**src/rtl/yuv2rgb_seq.sv**
```systemverilog
// yuv2rgb_seq: sequential YUV->RGB converter sharing a single multiplier.
// Ports: clk, rst_n, start/busy/done handshake, inportY/U/V in, outportR/G/B out.
module yuv2rgb_seq #(
    parameter int BITS = 9,
    parameter int FRAC = 8,
    parameter int OFS  = 256
) (
    input  logic            clk,
    input  logic            rst_n,
    input  logic            start,
    input  logic [BITS-1:0] inportY,
    input  logic [BITS-1:0] inportU,
    input  logic [BITS-1:0] inportV,
    output logic            busy,
    output logic            done,
    output logic [BITS-1:0] outportR,
    output logic [BITS-1:0] outportG,
    output logic [BITS-1:0] outportB
);

    localparam int DW = BITS + 1;
    localparam int PW = 2 * BITS + 2;
    localparam int SW = BITS + 3;

    localparam logic signed [DW-1:0] OFS_S = DW'(OFS);
    localparam logic signed [DW-1:0] C_RV  = DW'(359);
    localparam logic signed [DW-1:0] C_GU  = DW'(88);
    localparam logic signed [DW-1:0] C_GV  = DW'(183);
    localparam logic signed [DW-1:0] C_BU  = DW'(454);
    localparam logic signed [SW-1:0] MAX_S = SW'((1 << BITS) - 1);

    typedef enum logic [2:0] {
        S_IDLE,
        S_M0,
        S_M1,
        S_M2,
        S_M3,
        S_SUM,
        S_CLIP,
        S_DONE
    } state_t;

    state_t                 state_q, state_d;
    logic [BITS-1:0]        y_q, y_d;
    logic signed [DW-1:0]   du_q, du_d;
    logic signed [DW-1:0]   dv_q, dv_d;
    logic signed [PW-1:0]   p0_q, p0_d;
    logic signed [PW-1:0]   p1_q, p1_d;
    logic signed [PW-1:0]   p2_q, p2_d;
    logic signed [PW-1:0]   p3_q, p3_d;
    logic signed [SW-1:0]   rs_q, rs_d;
    logic signed [SW-1:0]   gs_q, gs_d;
    logic signed [SW-1:0]   bs_q, bs_d;
    logic [BITS-1:0]        r_q, r_d;
    logic [BITS-1:0]        g_q, g_d;
    logic [BITS-1:0]        b_q, b_d;
    logic                   done_q, done_d;

    logic signed [DW-1:0]   mul_a;
    logic signed [DW-1:0]   mul_c;
    logic signed [PW-1:0]   prod;
    logic signed [PW:0]     gsum;
    logic signed [SW-1:0]   ys;

    function automatic logic [BITS-1:0] clamp(input logic signed [SW-1:0] x);
        if (x < 0)
            return '0;
        else if (x > MAX_S)
            return MAX_S[BITS-1:0];
        else
            return x[BITS-1:0];
    endfunction

    // Shared multiplier: operand and coefficient are steered by state.
    always_comb begin
        mul_a = dv_q;
        mul_c = '0;
        unique case (state_q)
            S_M0:    begin mul_a = dv_q; mul_c = C_RV; end
            S_M1:    begin mul_a = du_q; mul_c = C_GU; end
            S_M2:    begin mul_a = dv_q; mul_c = C_GV; end
            S_M3:    begin mul_a = du_q; mul_c = C_BU; end
            default: begin mul_a = dv_q; mul_c = '0;   end
        endcase
    end

    assign prod = PW'(mul_a) * PW'(mul_c);
    // Green subtracts the floor of the combined sum, not of each term.
    assign gsum = (PW + 1)'(p1_q) + (PW + 1)'(p2_q);
    assign ys   = $signed(SW'(y_q));

    always_comb begin
        state_d = state_q;
        y_d     = y_q;
        du_d    = du_q;
        dv_d    = dv_q;
        p0_d    = p0_q;
        p1_d    = p1_q;
        p2_d    = p2_q;
        p3_d    = p3_q;
        rs_d    = rs_q;
        gs_d    = gs_q;
        bs_d    = bs_q;
        r_d     = r_q;
        g_d     = g_q;
        b_d     = b_q;
        done_d  = 1'b0;
        unique case (state_q)
            S_IDLE: begin
                if (start) begin
                    y_d     = inportY;
                    du_d    = $signed({1'b0, inportU}) - OFS_S;
                    dv_d    = $signed({1'b0, inportV}) - OFS_S;
                    state_d = S_M0;
                end
            end
            S_M0: begin
                p0_d    = prod;
                state_d = S_M1;
            end
            S_M1: begin
                p1_d    = prod;
                state_d = S_M2;
            end
            S_M2: begin
                p2_d    = prod;
                state_d = S_M3;
            end
            S_M3: begin
                p3_d    = prod;
                state_d = S_SUM;
            end
            S_SUM: begin
                rs_d    = ys + SW'(p0_q >>> FRAC);
                gs_d    = ys - SW'(gsum >>> FRAC);
                bs_d    = ys + SW'(p3_q >>> FRAC);
                state_d = S_CLIP;
            end
            S_CLIP: begin
                r_d     = clamp(rs_q);
                g_d     = clamp(gs_q);
                b_d     = clamp(bs_q);
                done_d  = 1'b1;
                state_d = S_DONE;
            end
            S_DONE: begin
                state_d = S_IDLE;
            end
        endcase
    end

    always_ff @(posedge clk or negedge rst_n) begin
        if (!rst_n) begin
            state_q <= S_IDLE;
            y_q     <= '0;
            du_q    <= '0;
            dv_q    <= '0;
            p0_q    <= '0;
            p1_q    <= '0;
            p2_q    <= '0;
            p3_q    <= '0;
            rs_q    <= '0;
            gs_q    <= '0;
            bs_q    <= '0;
            r_q     <= '0;
            g_q     <= '0;
            b_q     <= '0;
            done_q  <= 1'b0;
        end else begin
            state_q <= state_d;
            y_q     <= y_d;
            du_q    <= du_d;
            dv_q    <= dv_d;
            p0_q    <= p0_d;
            p1_q    <= p1_d;
            p2_q    <= p2_d;
            p3_q    <= p3_d;
            rs_q    <= rs_d;
            gs_q    <= gs_d;
            bs_q    <= bs_d;
            r_q     <= r_d;
            g_q     <= g_d;
            b_q     <= b_d;
            done_q  <= done_d;
        end
    end

    assign busy     = (state_q != S_IDLE);
    assign done     = done_q;
    assign outportR = r_q;
    assign outportG = g_q;
    assign outportB = b_q;

endmodule
```
**config.mk**
```make
export PLATFORM = sky130hd
export DESIGN_NAME = yuv2rgb_seq
export DESIGN_NICKNAME = d
export VERILOG_FILES = /design/src/rtl/yuv2rgb_seq.sv
export SDC_FILE = /design/constraint.sdc
export NUM_CORES = 1
export LEC_CHECK = 0
export BUFFER_PORTS_ARGS = -buffer_cell sky130_fd_sc_hd__buf_2
export CORE_AREA = 10 10 191 193
export DETAILED_ROUTE_END_ITERATION = 6
export DIE_AREA = 0 0 201 203
export PLACE_DENSITY = 0.56
export SKIP_CTS_REPAIR_TIMING = 1
export SLEW_MARGIN = 30
export SYNTH_ARGS = -nofsm -noshare
export SYNTH_HDL_FRONTEND = slang
export SYNTH_SLANG_ARGS = --single-unit
```
**constraint.sdc**
```tcl
create_clock -name clk -period 9.3 [get_ports clk]
set_input_delay 0.93 -clock clk [delete_from_list [all_inputs] [get_ports clk]]
set_output_delay 0.93 -clock clk [all_outputs]
set_load 0.02 [all_outputs]
```
==> flow_summary.yaml <==
logic_synthesis:
  syn_avg_cell_area_um2: 9.337
  synth_cell_types: 54
  synth_top_cell_by_area: "dfrtp_1"
  synth-main-ff-cell: "dfrtp_1"
  synth_area_leaders: "dfrtp_1 (35%), fa_1 (14%), ha_1 (10%), nand2_1 (6.1%), inv_1 (4.9%)"
  syn-cell-area_um2: 11270
  synth_top_area_frac: 0.3508
  ys.warnings.count: 0
  synth.net_count: 1406
  ys_seq_elements: 158
  synth_most_common_cell: "nand2_1"
  async_reset_ff_frac: 1.000
  seq_area_frac_synth: 0.3508
  synth.cells.most_frequent: "nand2_1 (182), dfrtp_1 (158), inv_1 (147), nor2_1 (104), ha_1 (93)"
  syn_inst: 1207
  synth_edf_count: 0
worst_setup_path:
  crit_buf_inv: 7
  arrival_ps: 7740
  critPathMaxStageDelay_ps: 610
  slowest_stage: "fa_1"
  crit_top_cell: "inv_1"
  startpoint_type: "flip-flop"
  cp.depth: 24
  crit_chain: "inv_1 > ha_1 > nor2b_1 > buf_4 > nor2_1 > mux2_2 > nand2_1 > inv_1 > fa_1 > inv_1 > fa_1 > inv_1 > fa_1 > fa_1 > inv_1 > fa_1 > inv_1 > ha_1 > and3_1 > and3_1 > and3_1 > o31a_1 > or3_1 > a31oi_1"
  path_delay_family: "adder cells"
  endpoint_kind: "flip-flop"
  worst-setup-path-type: "reg2reg"
  rr_worst_depth: 24
  worstPathMaxFanout: 19
  critPathRequiredTime_ps: 9650
detailed_routing:
  avgRoutedWirePerCell_um: 14.64
  first_pass_iters: 5
  drt-initial-drc-count: 421
  wirelength_um: 24930
  routed_via_density: 4.696
  drc: 0
  num_vias: 7998
  ant_nets: 0
timing:
  rsz0062_at_grt: "false"
  max_freq_mhz: 135.4
  worst_pin_slew_ps: 848.7
  final_hold_viol_count: 0
  setup_viol: 0
  tns_ps: 0
  report.final.slew_viol_count: 0
  finClkSkew_ps: 14.99
  slew_headroom: 0.4293
  layout_worst_path_cycle_share: 0.7943
  period_needed_ps: 7387
clocking:
  clkTransAtPathRegs_ps: 80
  cts_tree: "yes"
  cts_buffers: 17
  clock_sinks: 158
  h-tree-depth: 4
  cts_buffer_depth: 2
  insertion_delay_ps: 430
  cts_root_buffer: "clkbuf_16"
floorplan:
  die_h_um: 203
  core_um2: 32450
  io_pins: 59
  initial_core_util: 0.3473
  die_x_um: 201
  die-area_um2: 40800
  row_count: 66
final_layout:
  final_net_count: 1447
  seqCellArea_um2: 3954
  multiInputGateArea_um2: 6624
  nFillCells: 3301
  drive_gt1_frac: 0.1174
  antenna_cells: 0
  syn_to_final_growth_pct: 12.08
worst_hold_path:
  min_path_cells: 2
  min_path_type: "reg2reg"
placed_design:
  dp_hpwl_um: 19110
  gp_congestion: 0.8353
  portBuffers: 58
global_route:
  grt_overflow_total: 0
  antenna_found_initial: 0
  grtUsageTotal: 0.1265
  grt_pass1_wl_um: 42460
  grt_max_degree: 86
  grt_pass1_vias: 8223
job:
  drv_cap: 0
status:
  outcome: "finished clean"
-- sequential cells by signal, indices dropped and copies added (netlist names) --
signal,count
bs_q,12
done,1
du_q,9
dv_q,9
gs_q,12
outportB,9
outportG,9
outportR,9
p0_q,12
p1_q,20
p2_q,20
p3_q,12
rs_q,12
state_q,3
y_q,9
-- cell type report --
type,instances,share of cell area
multi-input cells,860,0.5244
clock buffers,19,0.03586
repair buffers,64,0.02734
clock inverters,13,0.01189
well taps,442,0.04378
inverters,147,0.04368
flip-flops and latches,158,0.3130
-- final timing paths --
path	startpoint	endpoint	slack, ps
setup / recovery	state_q[0]	p2_q[19]	1910
hold / removal	outportR[3]	outportR[3]	470
setup reg to reg	state_q[0]	p2_q[19]	1910
hold reg to reg	outportR[3]	outportR[3]	470
max in group asynchronous	rst_n	dv_q[4]	7570
min in group asynchronous	rst_n	outportB[5]	560
-- metrics by stage --
step                      worst slack, ps  utilization  hold slack [ps]  instances  cell area, um^2
after floorplan                      2301            -            447.4       1207            11270
after global placement               2008       0.3700            457.0       1671            12010
after detailed placement             1846       0.3702            462.9       1671            12010
after CTS                            1832       0.3888            478.3       1703            12620
after global routing                 1411       0.3892            493.3       1703            12630
final                                1913       0.3892            470.6       1703            12630
-- cells by family (layout without fill, tap and decap cells) --
family | Yosys count | in the layout | share of synthesized area
buf+inv | 189 | 243 | 0.06317
fa+ha+maj | 169 | 169 | 0.2383
xor+xnor | 50 | 50 | 0.03886
flops | 158 | 158 | 0.3508
simple gates | 359 | 359 | 0.1339
mux | 45 | 45 | 0.04374
compound gates | 237 | 237 | 0.1312
-- worst min-delay path, stage by stage, from the launching register on --
cell,delay (ps)
dfrtp_1,340
nand2_1,50
o31ai_1,50
-- placed cells by master, fill, tap and decap left out, types with 36 or more instances in the layout --
cell type / Yosys / layout
buf_2: 1 / 57
dfrtp_1: 158 / 158
inv_1: 147 / 147
ha_1: 93 / 93
nand2_1: 182 / 180
o31ai_1: 36 / 36
o21ai_0: 81 / 81
nor2_1: 104 / 104
fa_1: 76 / 76
-- routing by layer --
| metal | GRT usage | wire, um |
|---|---|---|
| met5 | 0 | 0 |
| met4 | 0.02434 | 160 |
| met3 | 0.02484 | 830 |
| met2 | 0.2025 | 11110 |
| met1 | 0.1743 | 12840 |
Power is not shown: default switching activity piles up to over one toggle a cycle in this logic, so the estimate is an artifact.
